[src/rtl/spi_master_mmio_pkg.sv]
// Shared definitions for the memory-mapped SPI master.
// Contents: CPU data-port command encodings and widths, register offsets
// within the 16-byte window, STATUS bit positions and the shift-engine
// FSM state encoding.
package spi_master_mmio_pkg;

   localparam int W_MEM_CMD = 2;
   localparam int W_CPU     = 32;

   localparam logic [W_MEM_CMD-1:0] MEM_NOP   = 2'd0;
   localparam logic [W_MEM_CMD-1:0] MEM_READ  = 2'd1;
   localparam logic [W_MEM_CMD-1:0] MEM_WRITE = 2'd2;

   localparam logic [1:0] SPI_OFF_TX   = 2'd0;
   localparam logic [1:0] SPI_OFF_RX   = 2'd1;
   localparam logic [1:0] SPI_OFF_STAT = 2'd2;
   localparam logic [1:0] SPI_OFF_CTRL = 2'd3;

   localparam int STAT_BUSY = 0;
   localparam int STAT_RXV  = 1;
   localparam int STAT_OVR  = 2;

   typedef enum logic [1:0] {
      ST_IDLE  = 2'd0,
      ST_LEAD  = 2'd1,
      ST_TRAIL = 2'd2,
      ST_DONE  = 2'd3
   } spi_state_t;

endpackage

[src/rtl/spi_master_mmio_if.sv]
// CPU data-port bundle between the core (master) and the SPI register
// window (slave).
//   mem_cmd : MEM_NOP / MEM_READ / MEM_WRITE
//   addr    : byte address
//   wdata   : store data
//   rdata   : combinational load data, 0 when not hit
//   hit     : address falls inside the slave's window
interface spi_master_mmio_if;
   import spi_master_mmio_pkg::*;

   logic [W_MEM_CMD-1:0] mem_cmd;
   logic [W_CPU-1:0]     addr;
   logic [W_CPU-1:0]     wdata;
   logic [W_CPU-1:0]     rdata;
   logic                 hit;

   modport master (output mem_cmd, addr, wdata, input rdata, hit);
   modport slave  (input mem_cmd, addr, wdata, output rdata, hit);
endinterface

[src/rtl/spi_master_mmio_shift_engine.sv]
// SPI mode-0 byte shifter: FSM, half-period counter, shift registers and pins.
// Ports:
//   clk, rst        : clock, asynchronous active-low reset
//   start           : begin a transfer of txbyte (ignored unless idle)
//   txbyte          : byte to send, MSB first
//   div             : half-period minus one, latched at start
//   busy            : high from the start edge until the DONE cycle ends
//   done            : one-cycle strobe while rxbyte is complete
//   rxbyte          : received byte
//   sclk, mosi, cs_n, miso : SPI pins
module spi_shift_engine
   import spi_master_mmio_pkg::*;
(
   input  logic       clk,
   input  logic       rst,
   input  logic       start,
   input  logic [7:0] txbyte,
   input  logic [7:0] div,
   output logic       busy,
   output logic       done,
   output logic [7:0] rxbyte,
   output logic       sclk,
   output logic       mosi,
   input  logic       miso,
   output logic       cs_n
);

   spi_state_t r_state, w_state_nxt;
   logic [7:0] r_cnt,    w_cnt_nxt;
   logic [7:0] r_hm1,    w_hm1_nxt;
   logic [7:0] r_shreg,  w_shreg_nxt;
   logic [7:0] r_rxsh,   w_rxsh_nxt;
   logic [2:0] r_bitcnt, w_bitcnt_nxt;
   logic       r_sclk,   w_sclk_nxt;
   logic       r_mosi,   w_mosi_nxt;
   logic       r_cs_n,   w_cs_n_nxt;
   logic       r_busy,   w_busy_nxt;
   logic       w_phase_end;

   // Half-period is H = div+1 cycles, so a phase ends when cnt reaches div;
   // with div=8'hFF this is 255 and the 8-bit counter never needs value 256.
   assign w_phase_end = (r_cnt == r_hm1);

   always_comb begin
      w_state_nxt  = r_state;
      w_cnt_nxt    = r_cnt;
      w_hm1_nxt    = r_hm1;
      w_shreg_nxt  = r_shreg;
      w_rxsh_nxt   = r_rxsh;
      w_bitcnt_nxt = r_bitcnt;
      w_sclk_nxt   = r_sclk;
      w_mosi_nxt   = r_mosi;
      w_cs_n_nxt   = r_cs_n;
      w_busy_nxt   = r_busy;
      case (r_state)
         ST_IDLE: begin
            if (start) begin
               w_shreg_nxt  = txbyte;
               w_hm1_nxt    = div;
               w_bitcnt_nxt = 3'd0;
               w_cs_n_nxt   = 1'b0;
               w_mosi_nxt   = txbyte[7];
               w_busy_nxt   = 1'b1;
               w_cnt_nxt    = 8'd0;
               w_state_nxt  = ST_LEAD;
            end
         end
         ST_LEAD: begin
            if (w_phase_end) begin
               w_sclk_nxt  = 1'b1;
               w_rxsh_nxt  = {r_rxsh[6:0], miso};
               w_cnt_nxt   = 8'd0;
               w_state_nxt = ST_TRAIL;
            end else begin
               w_cnt_nxt = r_cnt + 8'd1;
            end
         end
         ST_TRAIL: begin
            if (w_phase_end) begin
               w_sclk_nxt = 1'b0;
               w_cnt_nxt  = 8'd0;
               if (r_bitcnt == 3'd7) begin
                  w_state_nxt = ST_DONE;
               end else begin
                  // Next bit goes out on the falling edge so it is stable
                  // for a full low phase before the slave samples it.
                  w_shreg_nxt  = {r_shreg[6:0], 1'b0};
                  w_mosi_nxt   = r_shreg[6];
                  w_bitcnt_nxt = r_bitcnt + 3'd1;
                  w_state_nxt  = ST_LEAD;
               end
            end else begin
               w_cnt_nxt = r_cnt + 8'd1;
            end
         end
         ST_DONE: begin
            w_cs_n_nxt  = 1'b1;
            w_busy_nxt  = 1'b0;
            w_mosi_nxt  = 1'b0;
            w_state_nxt = ST_IDLE;
         end
         default: w_state_nxt = ST_IDLE;
      endcase
   end

   always_ff @(posedge clk or negedge rst) begin
      if (!rst) begin
         r_state  <= ST_IDLE;
         r_cnt    <= 8'd0;
         r_hm1    <= 8'd0;
         r_shreg  <= 8'd0;
         r_rxsh   <= 8'd0;
         r_bitcnt <= 3'd0;
         r_sclk   <= 1'b0;
         r_mosi   <= 1'b0;
         r_cs_n   <= 1'b1;
         r_busy   <= 1'b0;
      end else begin
         r_state  <= w_state_nxt;
         r_cnt    <= w_cnt_nxt;
         r_hm1    <= w_hm1_nxt;
         r_shreg  <= w_shreg_nxt;
         r_rxsh   <= w_rxsh_nxt;
         r_bitcnt <= w_bitcnt_nxt;
         r_sclk   <= w_sclk_nxt;
         r_mosi   <= w_mosi_nxt;
         r_cs_n   <= w_cs_n_nxt;
         r_busy   <= w_busy_nxt;
      end
   end

   assign busy   = r_busy;
   assign done   = (r_state == ST_DONE);
   assign rxbyte = r_rxsh;
   assign sclk   = r_sclk;
   assign mosi   = r_mosi;
   assign cs_n   = r_cs_n;

endmodule

[src/rtl/spi_master_mmio.sv]
// Memory-mapped SPI master on the CPU data port.
// Decodes a 16-byte window at BASE_ADDR, holds the TX/RX/STATUS/CTRL
// registers and drives one 8-bit mode-0 transfer per TXDATA write.
// Ports:
//   clk, rst              : clock, asynchronous active-low reset
//   bus (slave modport)   : mem_cmd/addr/wdata in, rdata/hit out (combinational)
//   sclk, mosi, cs_n      : SPI outputs (idle 0, 0, 1)
//   miso                  : SPI input
module spi_master_mmio
   import spi_master_mmio_pkg::*;
#(
   parameter logic [31:0] BASE_ADDR = 32'h0000_1000,
   parameter logic [7:0]  DIV_RST   = 8'd3
)(
   input  logic              clk,
   input  logic              rst,
   spi_master_mmio_if.slave  bus,
   output logic              sclk,
   output logic              mosi,
   input  logic              miso,
   output logic              cs_n
);

   logic       w_hit, w_wr, w_rd, w_start, w_ovr_set, w_ovr_clr;
   logic       w_busy, w_done;
   logic [1:0] w_off;
   logic [7:0] w_rxbyte;
   logic       w_unused;
   logic [7:0] r_div;
   logic [7:0] r_rx_data;
   logic       r_rx_valid;
   logic       r_ovr;

   assign w_hit     = (bus.addr[31:4] == BASE_ADDR[31:4]);
   assign w_off     = bus.addr[3:2];
   assign w_wr      = w_hit && (bus.mem_cmd == MEM_WRITE);
   assign w_rd      = w_hit && (bus.mem_cmd == MEM_READ);
   // busy stays high through the DONE cycle, so a TXDATA write landing on
   // the completing edge is treated as an overrun rather than a new start.
   assign w_start   = w_wr && (w_off == SPI_OFF_TX) && !w_busy;
   assign w_ovr_set = w_wr && (w_off == SPI_OFF_TX) && w_busy;
   assign w_ovr_clr = w_wr && (w_off == SPI_OFF_STAT) && bus.wdata[STAT_OVR];
   assign w_unused  = &{1'b0, bus.wdata[31:8], bus.addr[1:0]};

   spi_shift_engine u_engine (
      .clk    (clk),
      .rst    (rst),
      .start  (w_start),
      .txbyte (bus.wdata[7:0]),
      .div    (r_div),
      .busy   (w_busy),
      .done   (w_done),
      .rxbyte (w_rxbyte),
      .sclk   (sclk),
      .mosi   (mosi),
      .miso   (miso),
      .cs_n   (cs_n)
   );

   always_ff @(posedge clk or negedge rst) begin
      if (!rst) begin
         r_div      <= DIV_RST;
         r_rx_data  <= 8'd0;
         r_rx_valid <= 1'b0;
         r_ovr      <= 1'b0;
      end else begin
         if (w_wr && (w_off == SPI_OFF_CTRL) && !w_busy) r_div <= bus.wdata[7:0];
         if (w_done) r_rx_data <= w_rxbyte;
         // Set beats clear when both land on the same edge.
         if (w_done) r_rx_valid <= 1'b1;
         else if (w_rd && (w_off == SPI_OFF_RX)) r_rx_valid <= 1'b0;
         if (w_ovr_set) r_ovr <= 1'b1;
         else if (w_ovr_clr) r_ovr <= 1'b0;
      end
   end

   always_comb begin
      bus.rdata = '0;
      if (w_hit) begin
         case (w_off)
            SPI_OFF_RX:   bus.rdata = {24'd0, r_rx_data};
            SPI_OFF_STAT: bus.rdata = {29'd0, r_ovr, r_rx_valid, w_busy};
            SPI_OFF_CTRL: bus.rdata = {24'd0, r_div};
            default:      bus.rdata = '0;
         endcase
      end
   end

   assign bus.hit = w_hit;

endmodule

[src/flat_wrapper.sv]
// flat-port wrapper written by rule: the top's interface ports become plain ports
module spi_master_mmio_flat import spi_master_mmio_pkg::*;
#(
   parameter logic [31:0] BASE_ADDR = 32'h0000_1000,
   parameter logic [7:0]  DIV_RST   = 8'd3
)
  (clk, rst, sclk, mosi, miso, cs_n, bus_mem_cmd, bus_addr, bus_wdata, bus_rdata, bus_hit);
  spi_master_mmio_if bus_i ();
  input  logic clk;
  input  logic rst;
  output logic sclk;
  output logic mosi;
  input  logic miso;
  output logic cs_n;
  input wire logic [$bits(bus_i.mem_cmd)-1:0] bus_mem_cmd;
  input wire logic [$bits(bus_i.addr)-1:0] bus_addr;
  input wire logic [$bits(bus_i.wdata)-1:0] bus_wdata;
  output wire logic [$bits(bus_i.rdata)-1:0] bus_rdata;
  output wire logic [$bits(bus_i.hit)-1:0] bus_hit;
  assign bus_i.mem_cmd = bus_mem_cmd;
  assign bus_i.addr = bus_addr;
  assign bus_i.wdata = bus_wdata;
  assign bus_rdata = bus_i.rdata;
  assign bus_hit = bus_i.hit;
  spi_master_mmio #(.BASE_ADDR(BASE_ADDR), .DIV_RST(DIV_RST)) u_core (.clk(clk), .rst(rst), .bus(bus_i), .sclk(sclk), .mosi(mosi), .miso(miso), .cs_n(cs_n));
endmodule
[config.mk]
export PLATFORM = sky130hd
export DESIGN_NAME = spi_master_mmio_flat
export DESIGN_NICKNAME = d
export VERILOG_FILES = /design/src/rtl/spi_master_mmio_pkg.sv /design/src/rtl/spi_master_mmio_if.sv /design/src/rtl/spi_master_mmio_shift_engine.sv /design/src/rtl/spi_master_mmio.sv /design/src/flat_wrapper.sv
export SDC_FILE = /design/constraint.sdc
export NUM_CORES = 1
export LEC_CHECK = 0
export ABC_AREA = 1
export ABC_CLOCK_PERIOD_IN_PS = 2100
export BUFFER_PORTS_ARGS = -buffer_cell sky130_fd_sc_hd__buf_2
export CAP_MARGIN = 10
export CORE_ASPECT_RATIO = 2
export CORE_MARGIN = 4
export CORE_UTILIZATION = 51
export CTS_CLUSTER_SIZE = 25
export DETAILED_ROUTE_END_ITERATION = 16
export PLACE_DENSITY_LB_ADDON = 0.25
export SYNTH_ARGS = -nofsm -noshare
export SYNTH_HDL_FRONTEND = slang
export SYNTH_SLANG_ARGS = --single-unit
export TNS_END_PERCENT = 20
[constraint.sdc]
create_clock -name clk -period 2.1 [get_ports clk]
set_input_delay 0.42 -clock clk [delete_from_list [all_inputs] [get_ports clk]]
set_output_delay 0.42 -clock clk [all_outputs]
set_load 0.05 [all_outputs]
# == Word-level counts from Yosys, hierarchy flattened ==
# Index checks and enable logic that the tools add are counted.
# word_totals
regBits,58
inputBits,69
out_inout_bits,36
wordCells,93
# classes
n_addsub,2
eq_ne,15
muxes,33
n_reduce_logical,29
# ops
operator,count
two-way mux 32 bit,1
equality test 28 x 9 -> 1 bit (second input constant),1
one-hot mux 8 bit (3 select lines),1
two-way mux 7 bit,3
two-way mux 8 bit,2
one-hot mux 8 bit (2 select lines),1
one-hot mux 7 bit (2 select lines),1
nonzero test 2 bit,6
two-way mux 1 bit,11
equality test 2 bit (second input constant),5
logical AND 1 bit,10
two-way mux 3 bit,3
adder 8 x 1 -> 8 bit (second input constant),1
equality test 8 bit,1
two-way mux 2 bit,4
!= test 2 bit (second input constant),4
one-hot mux 2 bit (4 select lines),1
AND reduction 2 bit,4
AND reduction 4 bit,2
equality test 2 x 1 -> 1 bit (second input constant),3
one-hot mux 1 bit (2 select lines),3
one-hot mux 3 bit (2 select lines),1
AND reduction 3 bit,2
logical NOT 2 bit,2
other kinds (6),6

# == Depth between registers and ports, before layout ==
# depth
ltp_word,6
ltp_mapped,12
depth_no_buf,11

# == By module ==
# From an unflattened synthesis, not the netlist that was laid out.
# hier_totals
cells_unflattened,434
area_unflattened_um2,3449.6
# by_module_without_submodules
mod,n_inst,cells_per_inst,area_each_um2,seq_area_each_um2
spi_shift_engine,1,260,2185.8,1002.2
spi_master_mmio,1,174,1263.7,452.9

# == Worst setup path after synthesis ==
# Ideal clock, no wire load.
# synth_timing
path_kind,input port to output port
from,in bus_addr[27]
to,out bus_rdata[0]
t_arrival_ps,2078
required_time_ps,1680
path_slack_ps,-398
cell_stages,7
path_buffers,0
path_cell_list,nor2_1 nand2_1 nor2_1 nand2_1 nor2_4 inv_2 a31oi_1
# synth_between
elab_chain_cells,2
# synth_rtl
item,line,rtl
from (decl),flat_wrapper.sv:16,input wire logic [$bits(bus_i.addr)-1:0] bus_addr;
equality test 28 x 9 -> 1 bit,spi_master_mmio.sv:34,assign w_hit = (bus.addr[31:4] == BASE_ADDR[31:4]);
net bus_hit,flat_wrapper.sv:19,output wire logic [$bits(bus_i.hit)-1:0] bus_hit;
two-way mux 32 bit,spi_master_mmio.sv:79,if (w_hit) begin
to (decl),flat_wrapper.sv:18,output wire logic [$bits(bus_i.rdata)-1:0] bus_rdata;
# The timed path passes the listed nets, and every way through them passes these cells.

# == Worst setup path after layout ==
# layout_timing
from,in bus_addr[21]
to,out bus_rdata[1]
# layout_between
elab_chain_cells,2
# layout_rtl
item,line
equality test 28 x 9 -> 1 bit,spi_master_mmio.sv:34
two-way mux 32 bit,spi_master_mmio.sv:79
# Every way passes these cells.

==> reports/summary.md <==
Counting flops and latches in the post-synthesis netlist gives 58. The I/O pin count is 105, and the time the worst path needs with I/O delays and setup is 1.99 ns. The total DRC errors in the routed layout was 0.

With fillers left out, the area of the finished cells amounts to 0.00402 mm2. The logs give 0.000685 V for the worst vdd rail ir drop and 0.075 for the combinational fraction of design power. The period utilization came out at 0.947. The last weighted congestion value of the routability-driven placer was 0.847; the power density of the placed cells was 656 mW/mm2. The total number of placement rows was 41. Setup violations remaining at the end of the flow were counted as 0. Dividing the detail-routed wire length by the instance count gives 13.1 um. The utilization after layout came out at 0.637. The cell internal power dissipation is 1.98 mW, and the worst hold slack is 0.309 ns. For the final database, setup skew stands at 0.00704 ns.

TritonCTS built the clock tree. The final route contains 2752 vias. The net switching fraction of the power was 0.247. Summed over all nets, the switching power comes to 0.650 mW. The final layout contains 553 nets. 0 antenna diodes ended up in the layout. In this run the remaining antenna-violating nets after routing total 0. The clock group share of total power came out at 0.500. The maximum fanout along the worst path came out at 9.

The number of input and output port buffers inserted is 54. The path class of the tightest hold or removal check is in -> reg. The slowest stage of the critical path belongs to the cell buf_4.

Dividing the detail-routed via count by the number of cells gives 4.85. The overall global routing resource usage came out at 0.203. STA classifies the critical path startpoint as a primary input. The design draws 2.63 mW.

The logs give 0.00161 mm2 for the multi-input gate area in the final layout and 0.33 ns for the clock latency on the worst-skew pair. Entering global routing, the biggest net connects 48 pins. The sequential cells in the finished layout cover a total of 0.00146 mm2. The region available for standard cell placement spans 0.00631 mm2. The run finished with clean final reports. The tool flagged a number of max-cap violations equal to 0. The register share of total power is 0.425. The wire-length estimate of the detail-placed layout is 5.74 mm. The die is 122 um tall.

The maximum root-to-sink buffer count was 2. The total of fill cells in the finished design came out at 556. The synthesized netlist occupies a cell area of 0.00333 mm2.

The critical path required time is 1.68 ns, and the highest clock frequency the design can meet is 503 MHz. The final worst-path setup slack was 0.111 ns. For this block, the routed nets add up to 7.44 mm of wire. Area growth from synthesis to final layout: 20.7%. Global-route wire length before repair: 12.4 mm.

The Yosys step of the flow raised 0 warnings. The critical path goes through buf_2 > nor2_1 > nand2_1 > nor2_1 > nand2_1 > nor2_4 > inv_2 > a31oi_4 > buf_4. The final-report max-slew violation count came out at 0. Before antenna repair, the detailed router went through 6 iterations.

The number of antenna violations at the first check in global routing was 0; the CTS sink count was 58. Each instance of the synthesized netlist takes up on average 8.12 um2. OpenSTA, run right after detailed placement, puts the worst setup slack at 0.0225 ns.

The die footprint is 0.00797 mm2. In this run the post-CTS setup repair buffer count came out at 0. Clock tree synthesis selected as its root buffer the cell clkbuf_16. The fraction of the yosys area taken by sequential cells is 0.437, and the post-detailed-placement cell area is 0.00371 mm2. The via count of the first global-routing pass came out at 2774. For this design the static power due to leakage is 2.04 nW.

The maximum single-stage delay on the critical path was 0.21 ns. The capturing element type of the critical path is a primary output. After clock tree synthesis, the clock-pin slew on the worst setup and hold paths is 0.05 ns. Setup repair after global routing left no endpoint under its margin. The CTS buffer count was 9; the critical path data arrival time was 1.57 ns.

The final hold violation count was 0. The floorplan step set the die width to 65.1 um. The starting density of the core is 0.528. The critical path in this run is classified as in -> out.

The fraction of final layout cells sized beyond drive strength 1 is 0.245, and the aggregate global routing overflow is 0. The number of levels the H-tree was split into was 3; the cell count after synthesis was 410. The run gives 90 as the iteration-0 DRC count of the detailed router. The netlist uses 36 different library cells.
cells in the final DEF, fill, tap and decap left out, types with 3 or more instances in the layout:
master     instances
inv_1             38
buf_4             16
dfrtp_1           55
nand3_1           10
dfstp_2            3
nand2_1          132
nand3b_1           3
buf_2             46
xnor2_1            3
clkbuf_16          9
ha_1               8
xor2_1             9
nor2_1            29
a21oi_2            5
o21ai_2           11
o21ai_1            3
nor2_4             3
clkinv_2           3
o21ai_0           25
nand4_1           13
conb_1            24
per-layer routing:
metal,GRT usage,vias to the layer above,wire (um),part of all wire
met4,0.100,0,192,0.026
met1,0.212,1283,2690,0.36
met3,0.0421,18,306,0.041
met5,0,-,0,0
li1,-,1386,-,-
met2,0.376,65,4260,0.57
through the flow:
step | TNS [ns] | cells
3_3_place_gp | 0 | 550
4_1_cts | 0 | 567
3_5_place_dp | 0 | 550
2_1_floorplan | -0.710 | 433
6_report | 0 | 567
5_1_grt | 0 | 567
cells in the mapped netlist (all sizes together):
master | count | area, um2
o22ai | 1 | 6.26
o21ai | 39 | 236
o31ai | 1 | 7.51
dfrtp | 55 | 1380
buf | 31 | 238
conb | 1 | 3.75
a22oi | 1 | 7.51
nor2 | 35 | 173
nand3b | 3 | 22.5
ha | 8 | 100
a21oi | 7 | 35.0
dfstp | 3 | 78.8
nand3 | 12 | 85.1
xor2 | 9 | 78.8
inv | 40 | 150
and2 | 1 | 6.26
xnor2 | 3 | 26.3
o21a | 1 | 7.51
or2 | 1 | 6.26
a31oi | 3 | 18.8
nand2 | 135 | 519
clkbuf | 4 | 15.0
nand4 | 15 | 124
a221oi | 1 | 8.76
power groups by stage:
stage                     clock network [mW]  registers (mW)  logic (mW)
after floorplan                            0            1.14       0.157
after global placement                     0            1.14       0.194
after detailed placement                   0            1.14       0.196
after CTS                               1.34            1.12       0.198
after global routing                    1.39            1.12       0.214
final                                   1.32            1.12       0.197
flip-flops by register name (all words and copies together) (netlist names):
name	count
u_core.u_engine.r_bitcnt	3
u_core.u_engine.r_shreg	7
u_core.u_engine.r_hm1	8
u_core.u_engine.busy	1
u_core.r_rx_valid	1
u_core.u_engine.rxbyte	8
u_core.u_engine.mosi	1
u_core.r_rx_data	8
u_core.u_engine.r_state	2
u_core.u_engine.sclk	1
u_core.u_engine.cs_n	1
u_core.r_ovr	1
u_core.r_div	8
u_core.u_engine.r_cnt	8
critical path: cells and delay by family:
kind            cells  cell delay, ns
compound gates      1            0.16
simple gates        5            0.53
buf+inv             3            0.46
timing repair:
| action | in CTS | in global routing |
|---|---|---|
| endpoints found under the setup margin | 0 | 8 |
| hold endpoints to repair | 10 | 0 |
| hold buffers | 1 | 0 |
| gates resized for setup | 0 | 18 |
cells by family (layout without fill, tap and decap cells):
kind of cell             Yosys count  count (layout)  share of synthesized area
AO/OA/AOI/OAI                     54              54                     0.0984
XOR/XNOR                          12              12                     0.0316
adder cells (fa/ha/maj)            8               8                     0.0301
buffers and inverters             75             123                      0.121
flip-flops                        58              58                      0.437
other                              1              24                    0.00113
AND/OR/NAND/NOR                  202             202                      0.281
area by class of cell:
| cell class | instances | area share |
|---|---|---|
| Multi-Input combinational cell | 300 | 0.401 |
| Sequential cell | 58 | 0.362 |
| Timing Repair Buffer | 67 | 0.105 |
| Clock buffer | 11 | 0.0604 |
| Inverter | 40 | 0.0374 |
| Tap cell | 86 | 0.0268 |
| Clock inverter | 5 | 0.00747 |
final timing paths:
kind | slack (ns) | endpoint | start | cells past startpoint
worst max register to register | 0.28 | u_core.u_engine.r_shreg[2] | u_core.u_engine.r_state[1] | 7
max in group asynchronous | 0.98 | u_core.r_div[0] | rst | 3
min in group asynchronous | 0.52 | u_core.u_engine.r_shreg[0] | rst | 2
worst min-delay path | 0.31 | u_core.u_engine.rxbyte[0] | miso | 3
worst min register to register | 0.46 | u_core.u_engine.cs_n | u_core.u_engine.cs_n | 2
worst max-delay path | 0.11 | bus_rdata[1] | bus_addr[21] | 9
No activity file was read; power rests on OpenSTA's default activity.
